==> src/rtl/keypad_scan.sv <==
// -----------------------------------------------------------------------------
// keypad_scan
//
// Scans a 4x4 active-low matrix keypad one row at a time, debounces both the
// press and the release of a key, and reports each accepted key as a 4-bit hex
// code (row*4 + col). Every accepted code is also shifted into a 32-bit,
// eight-digit entry register that feeds the seven-segment display path, so the
// display shows the last eight keys typed (newest digit in [3:0]).
//
// Parameters
//   SCAN_DIV  clock cycles per row slot (>= 2); the last cycle of a slot is the
//             sample tick, the only cycle in which the columns are read
//   DEBOUNCE  consecutive matching ticks needed to accept a press or a release
//             (>= 1)
//
// Ports
//   clk        in   system clock, rising edge
//   rst        in   asynchronous active-high reset
//   col_in     in   [3:0] keypad columns, active-low, already synchronised
//   row_out    out  [3:0] row drive, active-low one-hot
//   key_code   out  [3:0] code of the last accepted key
//   key_valid  out  one-cycle pulse when a key is accepted
//   key_down   out  high while the accepted key is held (incl. release debounce)
//   Hexs       out  [31:0] entry register, newest digit in [3:0]
//   clr        in   synchronous clear of Hexs (an accept in the same cycle wins)
// -----------------------------------------------------------------------------
module keypad_scan #(
  parameter int SCAN_DIV = 50000,
  parameter int DEBOUNCE = 4
) (
  input  logic        clk,
  input  logic        rst,
  input  logic [3:0]  col_in,
  output logic [3:0]  row_out,
  output logic [3:0]  key_code,
  output logic        key_valid,
  output logic        key_down,
  output logic [31:0] Hexs,
  input  logic        clr
);

  // state    | meaning
  // ---------+-------------------------------------------------------------
  // SCAN     | rotating the active row; waiting for any low column on a tick
  // PRESS_DB | row held; counting ticks where the latched column stays lowest
  // HELD     | key accepted, key_down=1; waiting for the latched column to rise
  // REL_DB   | key_down=1; counting released ticks, a low tick returns to HELD

  generate
    if (SCAN_DIV < 2) begin : g_bad_div
      $error("keypad_scan: SCAN_DIV must be >= 2");
    end
    if (DEBOUNCE < 1) begin : g_bad_db
      $error("keypad_scan: DEBOUNCE must be >= 1");
    end
  endgenerate

  localparam int TW = (SCAN_DIV > 2) ? $clog2(SCAN_DIV) : 1;
  localparam int CW = $clog2(DEBOUNCE + 1);

  localparam logic [TW-1:0] T_LOAD   = TW'(SCAN_DIV - 1);
  localparam logic [CW-1:0] CNT_ONE  = CW'(1);
  localparam logic [CW-1:0] CNT_DONE = CW'(DEBOUNCE);
  localparam bit            DB_ONE   = (DEBOUNCE == 1);

  typedef enum logic [1:0] {
    SCAN     = 2'd0,
    PRESS_DB = 2'd1,
    HELD     = 2'd2,
    REL_DB   = 2'd3
  } state_t;

  state_t          state;
  logic [TW-1:0]   tmr;
  logic [1:0]      r;
  logic [1:0]      c;
  logic [CW-1:0]   cnt;

  logic            tick;
  logic            any_low;
  logic [1:0]      low_col;
  logic            same_col;
  logic            col_rel;
  logic [CW-1:0]   cnt_inc;
  logic [1:0]      r_adv;
  logic            accept;
  logic [3:0]      acc_code;

  function automatic logic [3:0] row_drive(input logic [1:0] idx);
    return ~(4'b0001 << idx);
  endfunction

  // Slot timer runs down from SCAN_DIV-1; the remaining count equals
  // SCAN_DIV-1-t, so the terminal count of zero is the sample tick.
  always_ff @(posedge clk or posedge rst) begin
    if (rst) begin
      tmr <= T_LOAD;
    end else if (tmr == '0) begin
      tmr <= T_LOAD;
    end else begin
      tmr <= tmr - 1'b1;
    end
  end

  assign tick = (tmr == '0);

  // Lowest-index low column wins; any additional low columns are ignored.
  always_comb begin
    low_col = 2'd3;
    if (!col_in[0]) begin
      low_col = 2'd0;
    end else if (!col_in[1]) begin
      low_col = 2'd1;
    end else if (!col_in[2]) begin
      low_col = 2'd2;
    end
  end

  assign any_low  = (col_in != 4'hF);
  assign same_col = any_low && (low_col == c);
  assign col_rel  = col_in[c];
  assign cnt_inc  = cnt + CNT_ONE;
  assign r_adv    = r + 2'd1;

  // A key is accepted on the DEBOUNCE-th matching tick. With DEBOUNCE==1 that
  // is the detecting tick itself, so the code must come from the live column.
  always_comb begin
    accept   = 1'b0;
    acc_code = {r, c};
    if (tick) begin
      if (state == SCAN && any_low && DB_ONE) begin
        accept   = 1'b1;
        acc_code = {r, low_col};
      end else if (state == PRESS_DB && same_col && cnt_inc == CNT_DONE) begin
        accept   = 1'b1;
        acc_code = {r, c};
      end
    end
  end

  always_ff @(posedge clk or posedge rst) begin
    if (rst) begin
      state     <= SCAN;
      r         <= 2'd0;
      c         <= 2'd0;
      cnt       <= '0;
      row_out   <= 4'b1110;
      key_code  <= 4'h0;
      key_valid <= 1'b0;
      key_down  <= 1'b0;
      Hexs      <= 32'h0;
    end else begin
      key_valid <= 1'b0;

      if (accept) begin
        key_code  <= acc_code;
        key_valid <= 1'b1;
        key_down  <= 1'b1;
        // The accepted digit survives a simultaneous clear.
        Hexs      <= clr ? {28'h0, acc_code} : {Hexs[27:0], acc_code};
      end else if (clr) begin
        Hexs <= 32'h0;
      end

      if (tick) begin
        case (state)
          SCAN: begin
            if (!any_low) begin
              r       <= r_adv;
              row_out <= row_drive(r_adv);
            end else begin
              c   <= low_col;
              cnt <= CNT_ONE;
              state <= DB_ONE ? HELD : PRESS_DB;
            end
          end

          PRESS_DB: begin
            if (same_col) begin
              if (cnt_inc == CNT_DONE) begin
                state <= HELD;
              end else begin
                cnt <= cnt_inc;
              end
            end else begin
              state   <= SCAN;
              r       <= r_adv;
              row_out <= row_drive(r_adv);
            end
          end

          HELD: begin
            if (col_rel) begin
              cnt <= CNT_ONE;
              if (DB_ONE) begin
                state    <= SCAN;
                key_down <= 1'b0;
                r        <= r_adv;
                row_out  <= row_drive(r_adv);
              end else begin
                state <= REL_DB;
              end
            end
          end

          REL_DB: begin
            if (col_rel) begin
              if (cnt_inc == CNT_DONE) begin
                state    <= SCAN;
                key_down <= 1'b0;
                r        <= r_adv;
                row_out  <= row_drive(r_adv);
              end else begin
                cnt <= cnt_inc;
              end
            end else begin
              state <= HELD;
            end
          end

          default: begin
            state <= SCAN;
          end
        endcase
      end
    end
  end

endmodule
==> config.mk <==
export PLATFORM = sky130hd
export DESIGN_NAME = keypad_scan
export DESIGN_NICKNAME = d
export VERILOG_FILES = /design/src/rtl/keypad_scan.sv
export SDC_FILE = /design/constraint.sdc
export NUM_CORES = 1
export LEC_CHECK = 0
export CORE_ASPECT_RATIO = 1.4
export CORE_UTILIZATION = 30
export DETAILED_ROUTE_END_ITERATION = 16
export SYNTH_ARGS = -nofsm -noshare
export SYNTH_HDL_FRONTEND = slang
export SYNTH_SLANG_ARGS = --single-unit
export TNS_END_PERCENT = 100
==> constraint.sdc <==
create_clock -name clk -period 3.17 [get_ports clk]
set_clock_uncertainty 0.1 [all_clocks]
set_input_delay 0.7925 -clock clk [delete_from_list [all_inputs] [get_ports clk]]
set_output_delay 0.7925 -clock clk [all_outputs]
set_load 0.01 [all_outputs]
==> results.tsv, run 1 <==
stage	metric	value	unit
clock_tree	Worst-path clk slew	0.05	ns
flow_run	Max-Cap Viols	0	
layout	fraction of layout cells with a size suffix above 1	0.134	
floorplan	initial core utilization	0.309	
floorplan	core area	10300	µm²
outcome	status	finished clean	
global_routing	pin count of the biggest net entering global routing	68	
critical_path	R2R cell count	6	
global_routing	vias in the first global route	2322	
synthesis	leading area contributor after synthesis	dfrtp_1	
floorplan	die height	124	µm
floorplan	die area	11100	µm²
floorplan	IO Pins	49	
placed_design	Post-DP HPWL	4520	µm
timing	Max-slew headroom	0.466	
synthesis	Area contributors post-synth	dfrtp_1 43%, mux2i_1 12%, dfstp_2 9.8%, nand2b_1 6.4%, ha_1 3.1%	
critical_path	WP data required	3.28	ns
detailed_routing	via count	2213	
critical_path	R2R setup slack	0.15	ns
global_routing	initial antenna violation count	0	
synthesis	Synth Flop Type	dfrtp_1	
synthesis	Syn Area/Cell	11.5	µm²
clock_tree	Post-CTS Setup Inserts	0	
timing	Tcrit/Tclk final	0.953	
floorplan	die width	89.3	µm
power	cell leakage power	2.02	nW
detailed_routing	via/cell ratio	4.59	
synthesis	yosys warns	0	
timing	Tightest Pin Transition	0.798	ns
detailed_routing	WL final	6320	µm
layout	final net count	354	
synthesis	Syn Nets	294	
layout	Area Growth Syn to Fin	30.6	%
critical_path	CP Capture Type	flip-flop	
critical_path	Reg2Reg Launch Point	tmr[7]$_DFF_PP0_	
clock_tree	worst skew pair latency	0.33	ns
detailed_routing	Routed WL per cell	13.1	µm
timing	Final Hold Viols	0	
synthesis	flops & latches, synth	67	
power	Pwr per Cell Area	452	nW/µm²
placed_design	PortBufs	48	
critical_path	Setup crit end	Hexs[20]$_DFFE_PP0P_	
timing	worst hold slack	0.370	ns
power	Peak VDD IR	0.000253	V
synthesis	area fraction of the dominant cell type after synthesis	0.430	
global_routing	gr ovfl total	0	
hold_path	Min-Delay Path Class	reg2reg	
synthesis	Synth Cell Area	3200	µm²
floorplan	Rows	44	
clock_tree	# H-tree levels	3	
synthesis	Post-synth EDFFs	0	
detailed_routing	Iteration-0 DRC Markers	63	
critical_path	crit path launch	tmr[7]$_DFF_PP0_	
critical_path	crit path launch type	flip-flop	
timing	Max Freq	331	MHz
global_routing	global-route wire length before repair	11000	µm
placed_design	routability cong.	0.730	
detailed_routing	Pre-Repair DR Iteration Count	4	
synthesis	Mapped Cells	279	
layout	Filler cells	1062	
timing	Final setup viols	0	
layout	area of the multi-input gates	1380	µm²
clock_tree	Hold-fix buffers, CTS	0	
critical_path	arrival time of the worst setup path	3.13	ns
timing	RSZ-0062 raised after global routing	false	
detailed_routing	Routed Antenna Nets	0	
clock_tree	Clock Sinks	67	
critical_path	crit path max fanout	23	
synthesis	Async S/R FF share, synth	1.00	
layout	final core utilization	0.404	
synthesis	sequential share of the synthesized area	0.528	
synthesis	Yosys cell types	46	
timing	final max-slew violation count	0	
layout	# diodes	0	
clock_tree	clk buf depth	2	
clock_tree	CTS root buffer	clkbuf_16	
timing	post-layout minimum cycle time	3.02	ns
critical_path	Setup CP Type	reg2reg	
detailed_routing	DRC errors left	0	
critical_path	FF-to-FF End	Hexs[20]$_DFFE_PP0P_	
layout	flip-flop and latch area	1690	µm²
clock_tree	CTS buffer count	9	
clock_tree	cts repair resizes	0	
clock_tree	TritonCTS clock tree	built	
global_routing	Total GRT Usage	0.129	
timing	aggregate negative setup slack	0	ns
flip-flops by register name, indices dropped and copies added, names as in the netlist:
name and count:
Hexs 32, c 2, cnt 3, key_code 4, key_down 1, key_valid 1
r 2, row_out 4, state 2, tmr 16
layout make-up:
cell class,count,share of cell area
Timing Repair Buffer,60,0.142
Multi-Input combinational cell,184,0.329
Inverter,17,0.0153
Tap cell,138,0.0413
Clock inverter,4,0.00598
Clock buffer,12,0.0613
Sequential cell,67,0.404
how the worst min path moves through the flow:
stage                           startpoint                      to  slack [ns]  cells past startpoint
finish              row_out[1]$_DFFE_PP1P_  row_out[1]$_DFFE_PP1P_        0.37                      2
global route        row_out[3]$_DFFE_PP1P_  row_out[3]$_DFFE_PP1P_        0.39                      2
CTS                 row_out[2]$_DFFE_PP1P_  row_out[2]$_DFFE_PP1P_        0.38                      2
detailed placement        tmr[0]$_DFF_PP1_        tmr[0]$_DFF_PP1_        0.37                      1
global placement          tmr[0]$_DFF_PP1_        tmr[0]$_DFF_PP1_        0.35                      1
floorplan                 tmr[0]$_DFF_PP1_        tmr[0]$_DFF_PP1_        0.34                      1
layer usage:
metal / wire length (µm) / vias up / global-route usage
li1: - / 1084 / -
met1: 2850 / 1073 / 0.162
met2: 3070 / 48 / 0.205
met3: 277 / 8 / 0.0299
met4: 115 / 0 / 0.0607
met5: 0 / - / 0
worst max-delay path, stage by stage (launching register included):
cell,delay [ns]
dfrtp_1,0.43
or4_4,0.57
nand2b_4,0.17
or3_1,0.40
or4_2,0.83
buf_12,0.25
mux2i_1,0.14
layout by cell type (no fill, tap or decap), types with 5 or more instances in the layout:
cell / instances
dfrtp_1: 55
clkdlybuf4s50_1: 48
mux2i_1: 38
nand2b_1: 33
inv_1: 15
nor2_1: 15
nand2_1: 14
dfstp_2: 12
buf_4: 10
clkbuf_16: 9
xor2_1: 8
ha_1: 8
nand3_1: 6
o21ai_0: 6
xnor2_1: 5
mux2_1: 5
logic make-up (layout without fill, tap and decap cells):
family          after synthesis  in the layout  share of synthesized area
buf+inv                      28             93                     0.0418
flops                        67             67                      0.528
fa+ha+maj                     8              8                     0.0313
simple gates                 94             94                      0.165
xor+xnor                     13             13                     0.0356
mux                          44             44                      0.143
compound gates               25             25                     0.0547
synth_stat cells, types with 5 or more instances:
library cell and count:
mux2_1 5, nand2_1 14, mux2i_1 38, nand3_1 6, nor2_1 15, nand2b_1 33, ha_1 8, inv_1 16
dfstp_2 12, dfrtp_1 55, o21ai_0 6, xnor2_1 5, xor2_1 8
through the flow:
step	power, W	worst slack (ns)	cell area (µm²)	instances
global route	0.00197	0.0178	4180	482
CTS	0.00192	0.140	4180	482
floorplan	0.000951	0.484	3200	279
global placement	0.000991	-0.0358	3900	466
detailed placement	0.000993	-0.0732	3900	466
finish	0.00189	0.148	4180	482
power by group:
part	total, W	leakage, nW	internal, W	switching, W
combinational	0.0000946	1.02	0.0000421	0.0000525
clock	0.000914	0.135	0.000568	0.000346
sequential	0.000882	0.859	0.000867	0.0000157
total	0.00189	2.02	0.00148	0.000415
Note: power is estimated with default switching activity, not from simulation.
==> inputs of run 2 (changes only) <==
--- a/config.mk
+++ b/config.mk
@@ -5,9 +5,12 @@
 export SDC_FILE = /design/constraint.sdc
 export NUM_CORES = 1
 export LEC_CHECK = 0
+export CELL_PAD_IN_SITES_DETAIL_PLACEMENT = 0
+export CELL_PAD_IN_SITES_GLOBAL_PLACEMENT = 1
 export CORE_ASPECT_RATIO = 1.4
 export CORE_UTILIZATION = 30
 export DETAILED_ROUTE_END_ITERATION = 16
+export PLACE_DENSITY_LB_ADDON = 0.1
 export SYNTH_ARGS = -nofsm -noshare
 export SYNTH_HDL_FRONTEND = slang
 export SYNTH_SLANG_ARGS = --single-unit
==> run 2 against run 1 <==
Effect of this change:
- power rose by 4.2%
- highest routed layer unchanged
- critical endpoint is now Hexs[30]$_DFFE_PP0P_
- final cell count up 0.62%
- sequential power hardly changed
==> results.tsv, run 2 (same netlist as run 1, synthesis figures left out) <==
stage	metric	value	unit	change
floorplan	die height	124	µm	unchanged
global_routing	initial antenna violation count	0		unchanged
critical_path	Reg2Reg Launch Point	tmr[7]$_DFF_PP0_		
critical_path	crit path launch type	flip-flop		
critical_path	Setup CP Type	reg2reg		
critical_path	FF-to-FF End	Hexs[30]$_DFFE_PP0P_		
power	cell leakage power	2.03	nW	+0.85%
layout	final net count	357		+0.85%
global_routing	pin count of the biggest net entering global routing	68		unchanged
placed_design	PortBufs	48		unchanged
power	Peak VDD IR	0.000231	V	-8.5%
critical_path	CP Capture Type	flip-flop		
timing	worst hold slack	0.367	ns	-0.00301 ns
layout	most frequent cells in the layout	55 x dfrtp_1, 48 x clkdlybuf4s50_1, 38 x mux2i_1		
clock_tree	Post-CTS Setup Inserts	0		unchanged
timing	Tcrit/Tclk final	0.952		about the same
clock_tree	CTS root buffer	clkbuf_16		
critical_path	arrival time of the worst setup path	3.13	ns	about the same
critical_path	worst path cell trace	or4_4 > nand2b_4 > or3_1 > or4_2 > buf_4 > mux2i_1		
global_routing	vias in the first global route	2272		-2.2%
detailed_routing	DRC errors left	0		unchanged
floorplan	initial core utilization	0.309		unchanged
timing	post-layout minimum cycle time	3.02	ns	-0.00289 ns
timing	Tightest Pin Transition	0.873	ns	+0.0754 ns
timing	Max Freq	331	MHz	about the same
critical_path	Crit path max-delay family	simple AND/OR/NAND/NOR gates		
layout	Area Growth Syn to Fin	31.8	%	
detailed_routing	WL final	6660	µm	+5.4%
layout	Largest Register	Hexs		
timing	RSZ-0062 raised after global routing	false		
hold_path	hold depth	1		-1
placed_design	Placed Cells	469		+0.64%
layout	fraction of layout cells with a size suffix above 1	0.138		+0.00461
layout	# diodes	0		unchanged
hold_path	Hold EP	tmr[0]$_DFF_PP1_		
power	total chip power	0.00197	W	+4.2%
detailed_routing	via count	2205		-0.36%
layout	area of the multi-input gates	1380	µm²	unchanged
hold_path	Hold Crit Start	tmr[0]$_DFF_PP1_		
clock_tree	Clock Sinks	67		unchanged
placed_design	Post-DP HPWL	4600	µm	+1.8%
flow_run	Max-Cap Viols	0		unchanged
detailed_routing	via/cell ratio	4.55		-0.98%
placed_design	routability cong.	0.667		-8.6%
global_routing	global-route wire length before repair	11000	µm	-0.13%
timing	Final Hold Viols	0		unchanged
critical_path	Largest stage delay, worst path	0.85	ns	+0.02 ns
clock_tree	clk buf depth	2		unchanged
floorplan	Rows	44		unchanged
clock_tree	Hold-fix buffers, CTS	0		unchanged
clock_tree	CTS buffer count	9		unchanged
layout	Filler cells	1055		-0.66%
timing	Max-slew headroom	0.416		-0.0504
critical_path	crit path max fanout	9		-61%
detailed_routing	Routed Antenna Nets	0		unchanged
critical_path	slowest cell on the critical path	or4_2		
layout	Final Non-Filler Cells	485		+0.62%
layout	Largest regs	Hexs (32), tmr (16)		
critical_path	R2R cell count	6		unchanged
critical_path	WP data required	3.28	ns	about the same
clock_tree	# H-tree levels	3		unchanged
layout	max FFs per register	32		unchanged
floorplan	die area	11100	µm²	unchanged
clock_tree	worst skew pair latency	0.33	ns	about the same
timing	Final setup viols	0		unchanged
critical_path	WP buf/inv	1		unchanged
clock_tree	Worst-path clk slew	0.05	ns	about the same
detailed_routing	Routed WL per cell	13.7	µm	+4.7%
global_routing	gr ovfl total	0		unchanged
clock_tree	TritonCTS clock tree	built		
floorplan	IO Pins	49		unchanged
clock_tree	cts repair resizes	0		unchanged
layout	flip-flop and latch area	1690	µm²	unchanged
floorplan	die width	89.3	µm	unchanged
global_routing	Total GRT Usage	0.134		+0.00552
detailed_routing	Iteration-0 DRC Markers	66		+4.8%
layout	commonest non-fill, non-tap cell in the layout	dfrtp_1		
outcome	status	finished clean		
timing	final max-slew violation count	0		unchanged
critical_path	R2R setup slack	0.15	ns	about the same
power	Pwr per Cell Area	467	nW/µm²	+3.3%
detailed_routing	Pre-Repair DR Iteration Count	4		unchanged
floorplan	core area	10300	µm²	unchanged
hold_path	Min-Delay Path Class	reg2reg		
[run 2: cell types whose count changed in the layout (fill, tap and decap cells not counted), sizes merged]
| cell | change |
|---|---|
| buf | +3 |
| bufinv | +1 |
| clkinv | -1 |
[run 2: per-layer routing]
layer  GRT usage  vias to the layer above  part of all wire
met5           0                        -                 0
met4      0.0728                        0             0.026
met3      0.0253                       12             0.033
met2       0.223                       39              0.52
met1       0.159                     1069              0.42
li1            -                     1085                 -
[run 2: worst max path at each step]
stage                           from                       to  cells after the start
detailed placement         col_in[2]     Hexs[30]$_DFFE_PP0P_                      7
floorplan           tmr[7]$_DFF_PP0_  key_code[0]$_DFFE_PP0P_                      6
CTS                 tmr[7]$_DFF_PP0_     Hexs[30]$_DFFE_PP0P_                      6
global placement           col_in[2]     Hexs[15]$_DFFE_PP0P_                      7
finish              tmr[7]$_DFF_PP0_     Hexs[30]$_DFFE_PP0P_                      6
global route        tmr[7]$_DFF_PP0_      Hexs[4]$_DFFE_PP0P_                      6
[run 2: power breakdown]
| part | switching [W] | total, W | internal, W |
|---|---|---|---|
| sequential | 0.0000167 | 0.000883 | 0.000866 |
| clock | 0.000363 | 0.000992 | 0.000629 |
| combinational | 0.0000530 | 0.0000967 | 0.0000437 |
| total | 0.000432 | 0.00197 | 0.00154 |
[run 2: final cells by class]
class | count | share of cell area
clock buffer | 12 | 0.0584
clock inverter | 4 | 0.0119
inverter | 17 | 0.0151
multi-input combinational | 184 | 0.326
sequential | 67 | 0.401
tap | 138 | 0.0409
timing repair buffer | 63 | 0.146
[run 2: worst reg2reg max path: cells and delay by family, from the launching register on]
family        cells  cell delay [ns]
simple gates      4             2.00
flops             1             0.43
buf+inv           1             0.25
mux               1             0.12
[run 2: metrics by stage]
step | utilization | instance area, µm² | setup WS, ns | setup TNS, ns
2_1_floorplan | - | 3200 | 0.484 | 0
6_report | 0.408 | 4220 | 0.151 | 0
3_5_place_dp | 0.379 | 3920 | -0.0977 | -2.78
5_1_grt | 0.408 | 4220 | 0.0168 | 0
3_3_place_gp | 0.379 | 3920 | -0.0640 | -1.93
4_1_cts | 0.408 | 4220 | 0.126 | 0
